**src/rtl/cpu_pkg.sv**
```systemverilog
// Shared CPU front-end constants and the prefetch queue entry layout.
package cpu_pkg;

    localparam int unsigned DATA_W = 16;
    localparam int unsigned ADDR_W = 16;
    localparam int unsigned PC_INC = 2;

    typedef struct packed {
        logic [ADDR_W-1:0] pc;
        logic [DATA_W-1:0] instr;
    } fetch_entry_t;

endpackage

```
**src/rtl/fetch_ring_buf.sv**
```systemverilog
// Power-of-two ring buffer holding fetched entries; flush wins over push/pop.
module fetch_ring_buf #(
    parameter int unsigned DEPTH = 4,
    parameter type entry_t = logic [31:0],
    localparam int unsigned PTR_W = $clog2(DEPTH),
    localparam int unsigned CNT_W = $clog2(DEPTH + 1)
) (
    input  logic             clk,
    input  logic             reset,
    input  logic             i_push,
    input  entry_t           i_data,
    input  logic             i_pop,
    input  logic             i_flush,
    output entry_t           o_head,
    output logic [CNT_W-1:0] o_count
);

    entry_t           mem_q [DEPTH];
    entry_t           mem_d [DEPTH];
    logic [PTR_W-1:0] wr_ptr_q, wr_ptr_d;
    logic [PTR_W-1:0] rd_ptr_q, rd_ptr_d;
    logic [CNT_W-1:0] count_q, count_d;

    always_comb begin
        mem_d    = mem_q;
        wr_ptr_d = wr_ptr_q;
        rd_ptr_d = rd_ptr_q;
        count_d  = count_q;
        if (i_flush) begin
            wr_ptr_d = '0;
            rd_ptr_d = '0;
            count_d  = '0;
        end else begin
            if (i_push) begin
                mem_d[wr_ptr_q] = i_data;
                wr_ptr_d        = wr_ptr_q + PTR_W'(1);
            end
            if (i_pop) begin
                rd_ptr_d = rd_ptr_q + PTR_W'(1);
            end
            count_d = count_q + CNT_W'(i_push) - CNT_W'(i_pop);
        end
    end

    always_ff @(posedge clk or posedge reset) begin
        if (reset) begin
            for (int i = 0; i < int'(DEPTH); i++) begin
                mem_q[i] <= '0;
            end
            wr_ptr_q <= '0;
            rd_ptr_q <= '0;
            count_q  <= '0;
        end else begin
            mem_q    <= mem_d;
            wr_ptr_q <= wr_ptr_d;
            rd_ptr_q <= rd_ptr_d;
            count_q  <= count_d;
        end
    end

    assign o_head  = mem_q[rd_ptr_q];
    assign o_count = count_q;

endmodule

```
**src/rtl/fetch_prefetch_queue.sv**
```systemverilog
// Instruction fetch front end: PC generator with credit-based issue into a prefetch queue.
module fetch_prefetch_queue
    import cpu_pkg::*;
#(
    parameter int unsigned DATA_W   = cpu_pkg::DATA_W,
    parameter int unsigned ADDR_W   = cpu_pkg::ADDR_W,
    parameter int unsigned DEPTH    = 4,
    parameter int unsigned PC_INC   = cpu_pkg::PC_INC,
    parameter int unsigned RESET_PC = 0,
    localparam int unsigned CNT_W   = $clog2(DEPTH + 1)
) (
    input  logic              clk,
    input  logic              reset,
    output logic [ADDR_W-1:0] o_pc_addr,
    output logic              o_pc_rd,
    input  logic [DATA_W-1:0] i_pc_rddata,
    input  logic              i_redirect,
    input  logic [ADDR_W-1:0] i_redirect_addr,
    input  logic              i_halt,
    output logic              o_valid,
    output logic [DATA_W-1:0] o_instr,
    output logic [ADDR_W-1:0] o_pc,
    input  logic              i_ready,
    output logic [CNT_W-1:0]  o_count
);

    logic [ADDR_W-1:0] pc_next_q, pc_next_d;
    logic [ADDR_W-1:0] inflight_pc_q, inflight_pc_d;
    logic              inflight_q, inflight_d;
    logic              pop;
    logic              issue;
    logic [CNT_W:0]    occupancy;
    fetch_entry_t      push_entry;
    fetch_entry_t      head;

    always_comb begin
        pop = o_valid && i_ready && !i_redirect;
        // Reserve a slot for the outstanding response so a capture can never overflow.
        occupancy = {1'b0, o_count} + {{CNT_W{1'b0}}, inflight_q} - {{CNT_W{1'b0}}, pop};
        issue     = !reset && !i_halt && !i_redirect && (occupancy < (CNT_W + 1)'(DEPTH));

        pc_next_d     = pc_next_q;
        inflight_pc_d = inflight_pc_q;
        inflight_d    = issue;
        if (i_redirect) begin
            pc_next_d = i_redirect_addr;
        end else if (issue) begin
            pc_next_d     = pc_next_q + ADDR_W'(PC_INC);
            inflight_pc_d = pc_next_q;
        end

        push_entry.pc    = inflight_pc_q;
        push_entry.instr = i_pc_rddata;
    end

    always_ff @(posedge clk or posedge reset) begin
        if (reset) begin
            pc_next_q     <= ADDR_W'(RESET_PC);
            inflight_pc_q <= '0;
            inflight_q    <= 1'b0;
        end else begin
            pc_next_q     <= pc_next_d;
            inflight_pc_q <= inflight_pc_d;
            inflight_q    <= inflight_d;
        end
    end

    fetch_ring_buf #(
        .DEPTH   (DEPTH),
        .entry_t (fetch_entry_t)
    ) u_ring_buf (
        .clk     (clk),
        .reset   (reset),
        .i_push  (inflight_q),
        .i_data  (push_entry),
        .i_pop   (pop),
        .i_flush (i_redirect),
        .o_head  (head),
        .o_count (o_count)
    );

    assign o_pc_addr = pc_next_q;
    assign o_pc_rd   = issue;
    assign o_valid   = (o_count != '0);
    assign o_instr   = head.instr;
    assign o_pc      = head.pc;

endmodule
```
**config.mk**
```make
export PLATFORM = sky130hd
export DESIGN_NAME = fetch_prefetch_queue
export DESIGN_NICKNAME = d
export VERILOG_FILES = /design/src/rtl/cpu_pkg.sv /design/src/rtl/fetch_ring_buf.sv /design/src/rtl/fetch_prefetch_queue.sv
export SDC_FILE = /design/constraint.sdc
export NUM_CORES = 1
export LEC_CHECK = 0
export ABC_AREA = 1
export ABC_CLOCK_PERIOD_IN_PS = 5200
export CAP_MARGIN = 10
export CORE_UTILIZATION = 45
export CTS_CLUSTER_DIAMETER = 30
export DETAILED_ROUTE_END_ITERATION = 6
export PLACE_DENSITY = 0.75
export SYNTH_ARGS = -nofsm -noshare
export SYNTH_HDL_FRONTEND = slang
export SYNTH_SLANG_ARGS = --single-unit
```
**constraint.sdc**
```tcl
create_clock -name clk -period 5.2 [get_ports clk]
set_input_delay 0.78 -clock clk [delete_from_list [all_inputs] [get_ports clk]]
set_output_delay 0.78 -clock clk [all_outputs]
set_load 0.01 [all_outputs]
```
==> flow_metrics.env <==
export IMPL_htree_levels=4
export IMPL_clockPowerShare=0.254
export IMPL_cts_made_buffers=17
export IMPL_ioPinCount=90
export IMPL_setup_viol=0
export IMPL_postCtsSetupRepairBufs=0
export IMPL_grt_overflow_total=0
export IMPL_drt_pre_antenna_iters=5
export IMPL_r2r_end="o_pc_addr[4]"
export IMPL_grt_pass1_wl_um=29800
export IMPL_switching_power_w=0.00169
export IMPL_drt_iter0_drc=516
export IMPL_dieArea_mm2=0.0176
export IMPL_hold_path_startpoint="u_ring_buf.mem_q[53]"
export IMPL_r2r_setup_slack_ps=2090
export IMPL_holdBufCountCts=0
export IMPL_combPwrFrac=0.375
export IMPL_cts_clk_slew_worst_paths_ps=60
export IMPL_worstPathMaxFanout=10
export IMPL_worstSetupEndpointType="output port"
export IMPL_cp_start_kind="input port"
export IMPL_synth_cell_types=25
export IMPL_status="complete, no violations"
export IMPL_leakage_nw=4.26
export IMPL_initial_core_util=0.462
export IMPL_required_ps=4420
export IMPL_setup_tns_ps=0
export IMPL_synth_top_area_cell="dfrtp_1"
export IMPL_clock_root_buffer="clkbuf_16"
export IMPL_period_share=0.790
export IMPL_yosys_warnings=0
export IMPL_die_x_um=133
export IMPL_drt_total_wl_um=17600
export IMPL_seq_area_frac_synth=0.548
export IMPL_syn_nets=957
export IMPL_hold_path_end="u_ring_buf.mem_q[53]"
export IMPL_rsz0062_at_grt="false"
export IMPL_cts_sinks=168
export IMPL_fp_row_count=47
export IMPL_cts_repair_resized=0
export IMPL_place_gp_congestion=0.869
export IMPL_insertion_delay_ps=430
export IMPL_grt_util_met2=0.332
export IMPL_yosys_area_top_type_share=0.548
export IMPL_first_global_vias=6049
export IMPL_area_growth_pct=20.3
export IMPL_worstMarginPinSlew_ps=1160
export IMPL_p_int_w=0.00317
export IMPL_cts_tree="built"
export IMPL_hold_viol_final=0
export IMPL_maxCapViolCount=0
export IMPL_dpl_hpwl_um=10100
export IMPL_antenna_found_initial=0
export IMPL_seqPwrFrac=0.370
export IMPL_hold_path_class="reg -> reg"
export IMPL_swShare=0.348
export IMPL_r2r_start="u_ring_buf.o_count[1]"
export IMPL_rr_worst_depth=18
export IMPL_startpoint="i_ready"
export IMPL_skew_ps=7.23
export IMPL_dr_total_vias=6376
export IMPL_clockBufferDepth=2
export IMPL_hold_ws_ps=480
export IMPL_drive_above_1_share=0.0642
export IMPL_crit_arrival_ps=3330
export IMPL_syn_inst=909
export IMPL_route_detailed_drc=0
export IMPL_die_height_um=133
export IMPL_yosys_top_cells_area="dfrtp_1 (55%), o21ai_0 (13%), nand2_1 (11%)"
export IMPL_slew_headroom=0.221
export IMPL_fmax_mhz=243
export IMPL_ys_seq_elements=168
export IMPL_power_density_mw_per_mm2=527
export IMPL_grtUsageMet1=0.294
export IMPL_numPortBuffers=89
export IMPL_grt_max_degree=169
export IMPL_use_met3=0.0475
export IMPL_postRouteAntennaNets=0
export IMPL_routedWlPerCell_um=14.7
export IMPL_postSynthAreaPerCell_um2=8.43
export IMPL_vias_per_cell=5.30
export IMPL_period_needed_ps=4110
export IMPL_finalNetCount=1017
export IMPL_grt_busiest_layer="met2"
export IMPL_netlist_area_mm2=0.00767
export IMPL_core_area_mm2=0.0166
export IMPL_slew_viol_final=0
export IMPL_crit_type="in -> out"
export IMPL_hold_path_depth=2
export IMPL_grt_total_usage=0.212
export IMPL_antenna_cells=0
export IMPL_peakVddDrop_v=0.000308
metrics by stage:
step                utilization  setup slack [ps]  instance area, um^2  cells  total power, W
finish                    0.556              1090                 9220   1202         0.00486
global route              0.556               948                 9220   1202         0.00517
CTS                       0.556              1080                 9220   1202         0.00489
detailed placement        0.521              1100                 8640   1170         0.00364
global placement          0.521              1140                 8640   1170         0.00361
floorplan                     -              1820                 7670    909         0.00284
layout by cell type (no fill, tap or decap), types with 4 or more instances in the layout:
master             n
nor2_1            86
clkbuf_8           6
nand2_1          222
dfrtp_1          167
xor2_1             4
clkinv_2           4
ha_1              10
o21ai_1            7
nand4_1            4
clkdlybuf4s50_1   89
clkbuf_16         17
buf_4              4
inv_1             62
nand2_2            5
o21ai_2           15
o21ai_0          201
nand3_1           27
o22ai_1           32
cells in the mapped netlist:
| cell | count |
|---|---|
| o21ai_0 | 201 |
| buf_6 | 5 |
| a22o_1 | 1 |
| clkbuf_1 | 39 |
| xor2_1 | 4 |
| a21oi_1 | 2 |
| dfrtp_1 | 168 |
| xnor2_1 | 1 |
| buf_2 | 9 |
| o21ai_1 | 7 |
| nor2_4 | 1 |
| inv_4 | 1 |
| nand2_1 | 222 |
| o21ai_2 | 15 |
| inv_2 | 1 |
| ha_1 | 10 |
| inv_1 | 64 |
| o22ai_1 | 32 |
| nor3_1 | 1 |
| nand2_2 | 5 |
| fa_1 | 1 |
| nand4_1 | 4 |
| nand3_2 | 2 |
| nor2_1 | 86 |
| nand3_1 | 27 |
cell families (layout without fill, tap and decap cells):
| logic type | Yosys count | in the layout | share of synthesized area |
|---|---|---|---|
| buf+inv | 119 | 192 | 0.0650 |
| compound gates | 258 | 258 | 0.181 |
| fa+ha+maj | 11 | 11 | 0.0189 |
| xor+xnor | 5 | 5 | 0.00571 |
| flops | 168 | 168 | 0.548 |
| simple gates | 348 | 348 | 0.181 |
cell type report:
class	count	area, um^2
Fill cell	1516	7360
Sequential cell	168	4210
Multi-Input combinational cell	622	2960
Timing Repair Buffer	94	941
Clock buffer	25	515
Tap cell	220	275
Inverter	66	254
Clock inverter	7	65.1
power by group through the flow:
stage,combinational (W),sequential (W),clock [W]
5_1_grt,0.00204,0.00184,0.00129
3_5_place_dp,0.00183,0.00181,0
3_3_place_gp,0.00180,0.00181,0
6_report,0.00182,0.00180,0.00124
2_1_floorplan,0.00105,0.00178,0
4_1_cts,0.00185,0.00180,0.00125
critical path: stages:
cell and delay [ps]:
clkdlybuf4s50_1 450, nand2_1 110, nor2_1 50, ha_1 260, inv_1 40, ha_1 200
fa_1 380, nand2_1 90, nand2_1 60, nor2_1 110, nand3_2 120, inv_4 130
clkdlybuf4s50_1 550
worst max path at each step:
stage | end | slack, ps | depth (start not counted)
2_1_floorplan | o_pc_rd | 1820 | 13
6_report | o_pc_rd | 1090 | 13
3_5_place_dp | o_pc_rd | 1100 | 13
5_1_grt | o_pc_rd | 950 | 13
3_3_place_gp | o_pc_rd | 1140 | 13
4_1_cts | o_pc_rd | 1080 | 13
sequential cells by signal (all words and copies together), names as in the netlist:
| signal | count |
|---|---|
| u_ring_buf.mem_q | 128 |
| inflight_pc_q | 16 |
| o_pc_addr | 16 |
| u_ring_buf.o_count | 3 |
| u_ring_buf.rd_ptr_q | 2 |
| u_ring_buf.wr_ptr_q | 2 |
| inflight_q | 1 |
layer usage:
metal,wire (um),part of all wire
met3,1030,0.059
met4,206,0.012
met2,7900,0.45
met1,8500,0.48
met5,0,0
(Power assumes the default switching activity.)
